$ cat src/rtl/clk_rate_monitor.sv
// Qualifies the measured clock-rate word against an expected window, debounces the result into a
// lock state machine and keeps loss, stopped-clock and min/max statistics.
module clk_rate_monitor #(
    parameter int unsigned EXPECTED_100HZ  = 400000,
    parameter int unsigned TOLERANCE_100HZ = 200,
    parameter int unsigned SAMPLE_PERIOD   = 10000000,
    parameter int unsigned LOCK_COUNT      = 4,
    parameter int unsigned LOSS_COUNT      = 2
) (
    input  logic        clk,
    input  logic        reset,
    input  logic [31:0] rate_value,
    input  logic        sample_now,
    input  logic        clear_stats,
    output logic [1:0]  state,
    output logic        locked,
    output logic        in_range,
    output logic        stopped,
    output logic        lost_sticky,
    output logic [15:0] loss_count,
    output logic [31:0] rate_last,
    output logic [31:0] rate_min,
    output logic [31:0] rate_max
);

    localparam logic [1:0] StIdle    = 2'd0;
    localparam logic [1:0] StAcquire = 2'd1;
    localparam logic [1:0] StLocked  = 2'd2;
    localparam logic [1:0] StLost    = 2'd3;

    localparam int unsigned TimerW = (SAMPLE_PERIOD > 1) ? $clog2(SAMPLE_PERIOD) : 1;
    localparam logic [TimerW-1:0] TimerLast = TimerW'(SAMPLE_PERIOD - 1);

    // Window bounds are evaluated at 33 bits so they clamp rather than wrap.
    localparam logic [32:0] ExpW   = 33'(EXPECTED_100HZ);
    localparam logic [32:0] TolW   = 33'(TOLERANCE_100HZ);
    localparam logic [32:0] MaxW   = 33'h0_FFFF_FFFF;
    localparam logic [32:0] LoW    = (ExpW >= TolW) ? (ExpW - TolW) : 33'd0;
    localparam logic [32:0] HiSum  = ExpW + TolW;
    localparam logic [32:0] HiW    = (HiSum > MaxW) ? MaxW : HiSum;
    localparam logic [8:0]  LockTh = 9'(LOCK_COUNT);
    localparam logic [8:0]  LossTh = 9'(LOSS_COUNT);

    logic [TimerW-1:0] timer_q, timer_d;
    logic [1:0]        state_q, state_d;
    logic [7:0]        good_q, good_d;
    logic [7:0]        bad_q, bad_d;
    logic              in_range_q, in_range_d;
    logic              stopped_q, stopped_d;
    logic              sticky_q, sticky_d;
    logic [15:0]       loss_cnt_q, loss_cnt_d;
    logic [31:0]       last_q, last_d;
    logic [31:0]       min_q, min_d;
    logic [31:0]       max_q, max_d;

    logic        timer_wrap;
    logic        tick;
    logic        sample_ok;
    logic        loss_event;
    logic [8:0]  good_inc;
    logic [8:0]  bad_inc;
    logic [31:0] min_base;
    logic [31:0] max_base;
    logic [15:0] cnt_base;

    assign timer_wrap = (timer_q == TimerLast);
    assign tick       = sample_now | timer_wrap;
    assign sample_ok  = ({1'b0, rate_value} >= LoW) && ({1'b0, rate_value} <= HiW);
    assign good_inc   = {1'b0, good_q} + 9'd1;
    assign bad_inc    = {1'b0, bad_q} + 9'd1;

    always_comb begin
        timer_d = timer_q + TimerW'(1);
        if (tick) begin
            timer_d = '0;
        end
    end

    // Lock FSM; only a tick can move it or its debounce counters.
    always_comb begin
        state_d    = state_q;
        good_d     = good_q;
        bad_d      = bad_q;
        loss_event = 1'b0;
        if (tick) begin
            case (state_q)
                StIdle, StAcquire: begin
                    if (sample_ok) begin
                        if (good_inc >= LockTh) begin
                            state_d = StLocked;
                            good_d  = '0;
                            bad_d   = '0;
                        end else begin
                            state_d = StAcquire;
                            good_d  = good_inc[7:0];
                        end
                    end else begin
                        state_d = StAcquire;
                        good_d  = '0;
                    end
                end
                StLocked: begin
                    if (sample_ok) begin
                        bad_d = '0;
                    end else if (bad_inc >= LossTh) begin
                        state_d    = StLost;
                        bad_d      = '0;
                        loss_event = 1'b1;
                    end else begin
                        bad_d = bad_inc[7:0];
                    end
                end
                default: begin
                    if (sample_ok) begin
                        if (LockTh == 9'd1) begin
                            state_d = StLocked;
                            bad_d   = '0;
                            good_d  = '0;
                        end else begin
                            state_d = StAcquire;
                            good_d  = 8'd1;
                        end
                    end
                end
            endcase
        end
    end

    // A coincident clear is applied first, so the tick's sample and loss land on cleared stats.
    always_comb begin
        min_base   = clear_stats ? 32'hFFFF_FFFF : min_q;
        max_base   = clear_stats ? 32'h0000_0000 : max_q;
        cnt_base   = clear_stats ? 16'h0000 : loss_cnt_q;
        sticky_d   = clear_stats ? 1'b0 : sticky_q;
        min_d      = min_base;
        max_d      = max_base;
        loss_cnt_d = cnt_base;
        last_d     = last_q;
        in_range_d = in_range_q;
        stopped_d  = stopped_q;
        if (tick) begin
            last_d     = rate_value;
            in_range_d = sample_ok;
            stopped_d  = (rate_value == 32'd0);
            min_d      = (rate_value < min_base) ? rate_value : min_base;
            max_d      = (rate_value > max_base) ? rate_value : max_base;
        end
        if (loss_event) begin
            sticky_d = 1'b1;
            if (cnt_base != 16'hFFFF) begin
                loss_cnt_d = cnt_base + 16'd1;
            end
        end
    end

    always_ff @(posedge clk) begin
        if (reset) begin
            timer_q    <= '0;
            state_q    <= StIdle;
            good_q     <= '0;
            bad_q      <= '0;
            in_range_q <= 1'b0;
            stopped_q  <= 1'b0;
            sticky_q   <= 1'b0;
            loss_cnt_q <= '0;
            last_q     <= '0;
            min_q      <= 32'hFFFF_FFFF;
            max_q      <= '0;
        end else begin
            timer_q    <= timer_d;
            state_q    <= state_d;
            good_q     <= good_d;
            bad_q      <= bad_d;
            in_range_q <= in_range_d;
            stopped_q  <= stopped_d;
            sticky_q   <= sticky_d;
            loss_cnt_q <= loss_cnt_d;
            last_q     <= last_d;
            min_q      <= min_d;
            max_q      <= max_d;
        end
    end

    assign state       = state_q;
    assign locked      = (state_q == StLocked);
    assign in_range    = in_range_q;
    assign stopped     = stopped_q;
    assign lost_sticky = sticky_q;
    assign loss_count  = loss_cnt_q;
    assign rate_last   = last_q;
    assign rate_min    = min_q;
    assign rate_max    = max_q;

endmodule
$ cat config.mk
export PLATFORM = sky130hd
export DESIGN_NAME = clk_rate_monitor
export DESIGN_NICKNAME = d
export VERILOG_FILES = /design/src/rtl/clk_rate_monitor.sv
export SDC_FILE = /design/constraint.sdc
export NUM_CORES = 1
export LEC_CHECK = 0
export ABC_AREA = 1
export ABC_CLOCK_PERIOD_IN_PS = 5750
export CORE_MARGIN = 2
export CORE_UTILIZATION = 25
export CTS_CLUSTER_DIAMETER = 50
export DETAILED_ROUTE_END_ITERATION = 8
export PLACE_DENSITY = 0.56
export SLEW_MARGIN = 5
export SYNTH_ARGS = -nofsm -noshare
export SYNTH_HDL_FRONTEND = slang
export SYNTH_SLANG_ARGS = --single-unit
$ cat constraint.sdc
create_clock -name clk -period 5.75 [get_ports clk]
set_input_delay 1.15 -clock clk [delete_from_list [all_inputs] [get_ports clk]]
set_output_delay 1.15 -clock clk [all_outputs]
set_load 0.01 [all_outputs]
# After elaboration in Yosys (flattened, before gate mapping)
# Index checks and enable logic that the tools add are counted.
[op_classes] n_addsub=4 n_lt_le_gt_ge=6 n_eq_ne=8 mux=30 bitwise_logic=2 n_reduce_logical=12
[op_table] op="2-to-1 mux 32 bit" n=6
[op_table] op="2-to-1 mux 8 bit" n=7
[op_table] op="2-to-1 mux 16 bit" n=3
[op_table] op=">= comparator 32 x 19 -> 1 bit, second input constant" n=1
[op_table] op="> comparator 32 bit" n=1
[op_table] op="less-or-equal comparator 32 x 19 -> 1 bit, second input constant" n=1
[op_table] op="logical NOT 32 bit" n=1
[op_table] op="less-than comparator 32 bit" n=1
[op_table] op="case mux 8 bit (2 select lines)" n=2
[op_table] op="adder 24 x 1 -> 24 bit, second input constant" n=1
[op_table] op="== test 24 bit, second input constant" n=1
[op_table] op="adder 8 x 1 -> 9 bit, second input constant" n=2
[op_table] op="adder 16 x 1 -> 16 bit, second input constant" n=1
[op_table] op="!= test 16 bit, second input constant" n=1
[op_table] op="2-to-1 mux 2 bit" n=5
[op_table] op=">= comparator 9 x 2 -> 1 bit, second input constant" n=1
[op_table] op=">= comparator 9 x 3 -> 1 bit, second input constant" n=1
[op_table] op="AND reduction 4 bit" n=2
[op_table] op="2-to-1 mux 1 bit" n=6
[op_table] op="!= test 2 bit, second input constant" n=3
[op_table] op="nonzero test 2 bit" n=3
[op_table] op="case mux 2 bit (2 select lines)" n=1
[op_table] op="OR reduction 2 bit" n=2
[op_table] op="AND reduction 3 bit" n=1
[op_table] op="other kinds (8)" n=8
[word_totals] regBits=157 in_bits=36 output_inout_bits=118 elab_cells=73

# Longest topological paths before layout
[depth] ltp_word=7 mapped_depth=20 depth_no_buf=16

# Worst setup path after synthesis
# No wires, ideal clock.
[synth_path] path_type="in2reg" startpoint="in clear_stats" endpoint="reg max_q[10], in the netlist rate_max[10]" setup_time_ns=0.117 arrival_time_ns=3.362 required_time_ns=5.633 setup_slack_ns=2.270 path_stages=18 n_path_buf=6 path_cell_list="buf_6 buf_6 clkbuf_1 clkbuf_1 nor2_1 ha_1 inv_1 a21oi_1 o21ai_0 a21oi_1 o21ai_0 nand2_1 nand3_1 buf_2 buf_2 nand3_1 nand2_1 nor2_1"
[synth_via] elab_chain_len=4
[synth_rtl] item="start, declared" line_no="14" text="input logic clear_stats,"
[synth_rtl] item="2-to-1 mux 32 bit *" line_no="132" text="max_base = clear_stats ? 32'h0000_0000 : max_q;"
[synth_rtl] item="> comparator 32 bit" line_no="146" text="max_d = (rate_value > max_base) ? rate_value : max_base;"
[synth_rtl] item="2-to-1 mux 32 bit" line_no="146"
[synth_rtl] item="2-to-1 mux 32 bit *" line_no="141" text="if (tick) begin"
[synth_rtl] item="end signal, assigned" line_no="180" text="max_q <= max_d;"
[synth_rtl] item="end, declared" line_no="54" text="logic [31:0] max_q, max_d;"
# Every way passes the cells marked *; elsewhere a longest branch is shown, timed or not.
# A chain may end at the register's enable or synchronous reset.

# Worst setup path in the final report
[layout_path] startpoint="in clear_stats" endpoint="reg max_q[21], in the netlist rate_max[21]"
# The elaborated chain is that of the path after synthesis.

==> flow_summary.json <==
{
  "status": "complete, no violations",
  "p_per_area_nw_per_um2": 250,
  "max-vdd-ir-drop_mv": 0.206,
  "hold_viol": 0,
  "grt-ovfl-total": 0,
  "synth_seq_cells": 157,
  "ios": 154,
  "cp_num_cells": 15,
  "wl_per_cell_um": 15.5,
  "cp_top_family": "simple AND/OR/NAND/NOR gates",
  "synth_area_per_cell_um2": 6.95,
  "nets": 1572,
  "crit_path_start_kind": "primary input",
  "startpoint": "clear_stats",
  "clk_pin_slew_ns": 0.06,
  "port_buffers": 153,
  "grt_max_degree": 70,
  "cts_resized": 0,
  "finalWeightedCongestion": 0.851,
  "path_cells": "buf_2 > clkinv_2 > nand2_1 > ha_1 > nand2_1 > inv_1 > o21ai_0 > nand2_1 > a21oi_1 > o21ai_0 > nand2_1 > nand3_2 > buf_4 > a21boi_0 > nor2_1",
  "top_layer": "met4",
  "tightest_slew_ns": 0.836,
  "synth-edff-count": 0,
  "drv_cap": 0,
  "ys_warn_count": 0,
  "cts_sinks": 157,
  "root_buffer": "clkbuf_16",
  "dpl_cell_area_um2": 11200,
  "r2r-start": "rate_max[13]$_SDFF_PP0_",
  "leakage_nw": 4.82,
  "die-width_um": 197,
  "synth.distinct_cells": 50,
  "dp_hpwl_mm": 21.8,
  "layout_common_cells": "nand2_1, nor2_1, dfxtp_1",
  "hold_slack_ns": 0.452,
  "coreArea_um2": 36700,
  "dieHeight_um": 197,
  "min_period_over_period_pct": 71.1,
  "wirelength_mm": 30.1,
  "grt_use_total_pct": 15.5,
  "max_freq_ghz": 0.244,
  "ys.flop_type": "dfxtp_1",
  "setup_viol": 0,
  "cts_setup_buffers": 0,
  "first_global_vias": 8702,
  "drt-pass1-iter-count": 7,
  "synth.cell_area_um2": 9360,
  "final_core_util_pct": 32.2,
  "synthCells": 1346,
  "hold_buffers": 0,
  "drive_gt1_share_pct": 6.22,
  "tns_ns": 0,
  "antenna_found_initial": 1,
  "total_power_mw": 2.95,
  "crit_arrival_ns": 4.41,
  "vias": 9113,
  "worst_hold_path.num_cells": 2,
  "layout_commonest_cell": "nand2_1",
  "htreeDepth": 4,
  "yosysSeqAreaShare_pct": 33.6,
  "numCtsBuffers": 17,
  "relSlewSlack_pct": 44.3,
  "fin_skew_ns": 0.0143,
  "start_util_pct": 25.5,
  "hold_path.class": "flip-flop to flip-flop",
  "crit_fanout": 38,
  "crit_path_end_kind": "flip-flop",
  "slew_violations": 0,
  "period_needed_ns": 4.09,
  "wl_met2_mm": 14.1,
  "cp_data_required_time_ns": 6.07,
  "cts_buffer_depth": 2,
  "route.met3.wl_mm": 1.96,
  "synth.net_count": 1451,
  "stdcell_area_um2": 11800,
  "wl_met1_mm": 13.3,
  "async_flop_share_pct": 0,
  "drc": 0,
  "rows": 70,
  "vias_per_cell": 4.68,
  "path_class": "primary input to flip-flop",
  "max_stage_delay_ns": 0.62,
  "die-area_um2": 39000,
  "cts_tree": "built",
  "syn2layout_area_growth_pct": 26.2,
  "cp.buffers_inverters": 4,
  "min_from": "bad_q[7]$_SDFFE_PP0P_",
  "drtIter0Drc": 422,
  "reg2reg_depth": 13,
  "grt_pass1_wl_mm": 47.1,
  "crit_top_cell": "nand2_1",
  "clock_latency_ns": 0.44,
  "ant_nets": 0,
  "cp_slowest_cell": "nand3_2",
  "rsz0062_at_grt": "no"
}
[cells by family after synthesis]
| family | synth area share (%) |
|---|---|
| buffers and inverters | 10.1 |
| adder cells (fa/ha/maj) | 9.22 |
| XOR/XNOR | 1.68 |
| AND/OR/NAND/NOR | 34.2 |
| AO/OA/AOI/OAI | 11.2 |
| flip-flops | 33.6 |
[state kept, by name, summed over array words and instances, names as in the netlist]
register	flops
loss_count	16
state	2
rate_min	32
lost_sticky	1
timer_q	24
in_range	1
rate_max	32
good_q	8
bad_q	8
stopped	1
rate_last	32
[power by group]
group | internal, mW | switching, mW
registers | 1.14 | 0.0424
logic | 0.212 | 0.293
clock network | 0.777 | 0.482
total | 2.13 | 0.817
[path summary, 6_finish.rpt]
| check | end | slack [ns] |
|---|---|---|
| worst max-delay path | rate_max[21]$_SDFF_PP0_ | 1.66 |
| worst min-delay path | bad_q[7]$_SDFFE_PP0P_ | 0.45 |
| worst max register to register | rate_max[21]$_SDFF_PP0_ | 2.71 |
| worst min register to register | bad_q[7]$_SDFFE_PP0P_ | 0.45 |
[stage by stage]
stage / setup slack (ns) / instances
floorplan: 2.27 / 1346
global route: 1.38 / 1947
finish: 1.66 / 1947
CTS: 1.68 / 1946
detailed placement: 1.22 / 1916
global placement: 1.30 / 1916
[synth_stat cells, drive strengths merged, types with 3 or more instances]
cell      n  area, um^2
nor4      7        65.1
xnor2     3        26.3
nor2    176         712
nand2   282        1080
nor3b     3        27.5
or2       9        56.3
nand3   146         766
dfxtp   157        3140
a21boi   29         218
o21ai    58         290
a21oi    95         498
clkbuf   23        86.3
nor3     33         191
clkinv    3        13.8
xor2     15         131
nand4    37         238
buf      36         274
nand3b    7        52.6
inv     151         569
o21a      3        22.5
ha       69         863
[layer usage]
layer,track usage (%),up-vias
met5,0,-
met4,5.49,0
li1,-,4661
met1,18.9,4188
met2,26.1,227
met3,4.40,37
[tightest hold or removal path: cells and delay by family, from the launching register on]
family           cells  cell delay, ns
and+or+nand+nor      2            0.09
DFF                  1            0.32
[area by class of cell]
| cell class | count | area, um^2 |
|---|---|---|
| timing repair buffer | 161 | 1590 |
| sequential | 157 | 3140 |
| inverter | 154 | 584 |
| clock buffer | 19 | 443 |
| fill | 3928 | 24900 |
| tap | 468 | 586 |
| antenna | 1 | 2.50 |
| clock inverter | 11 | 193 |
| multi-input combinational | 976 | 5280 |
Note: power is estimated with default switching activity, not from simulation.
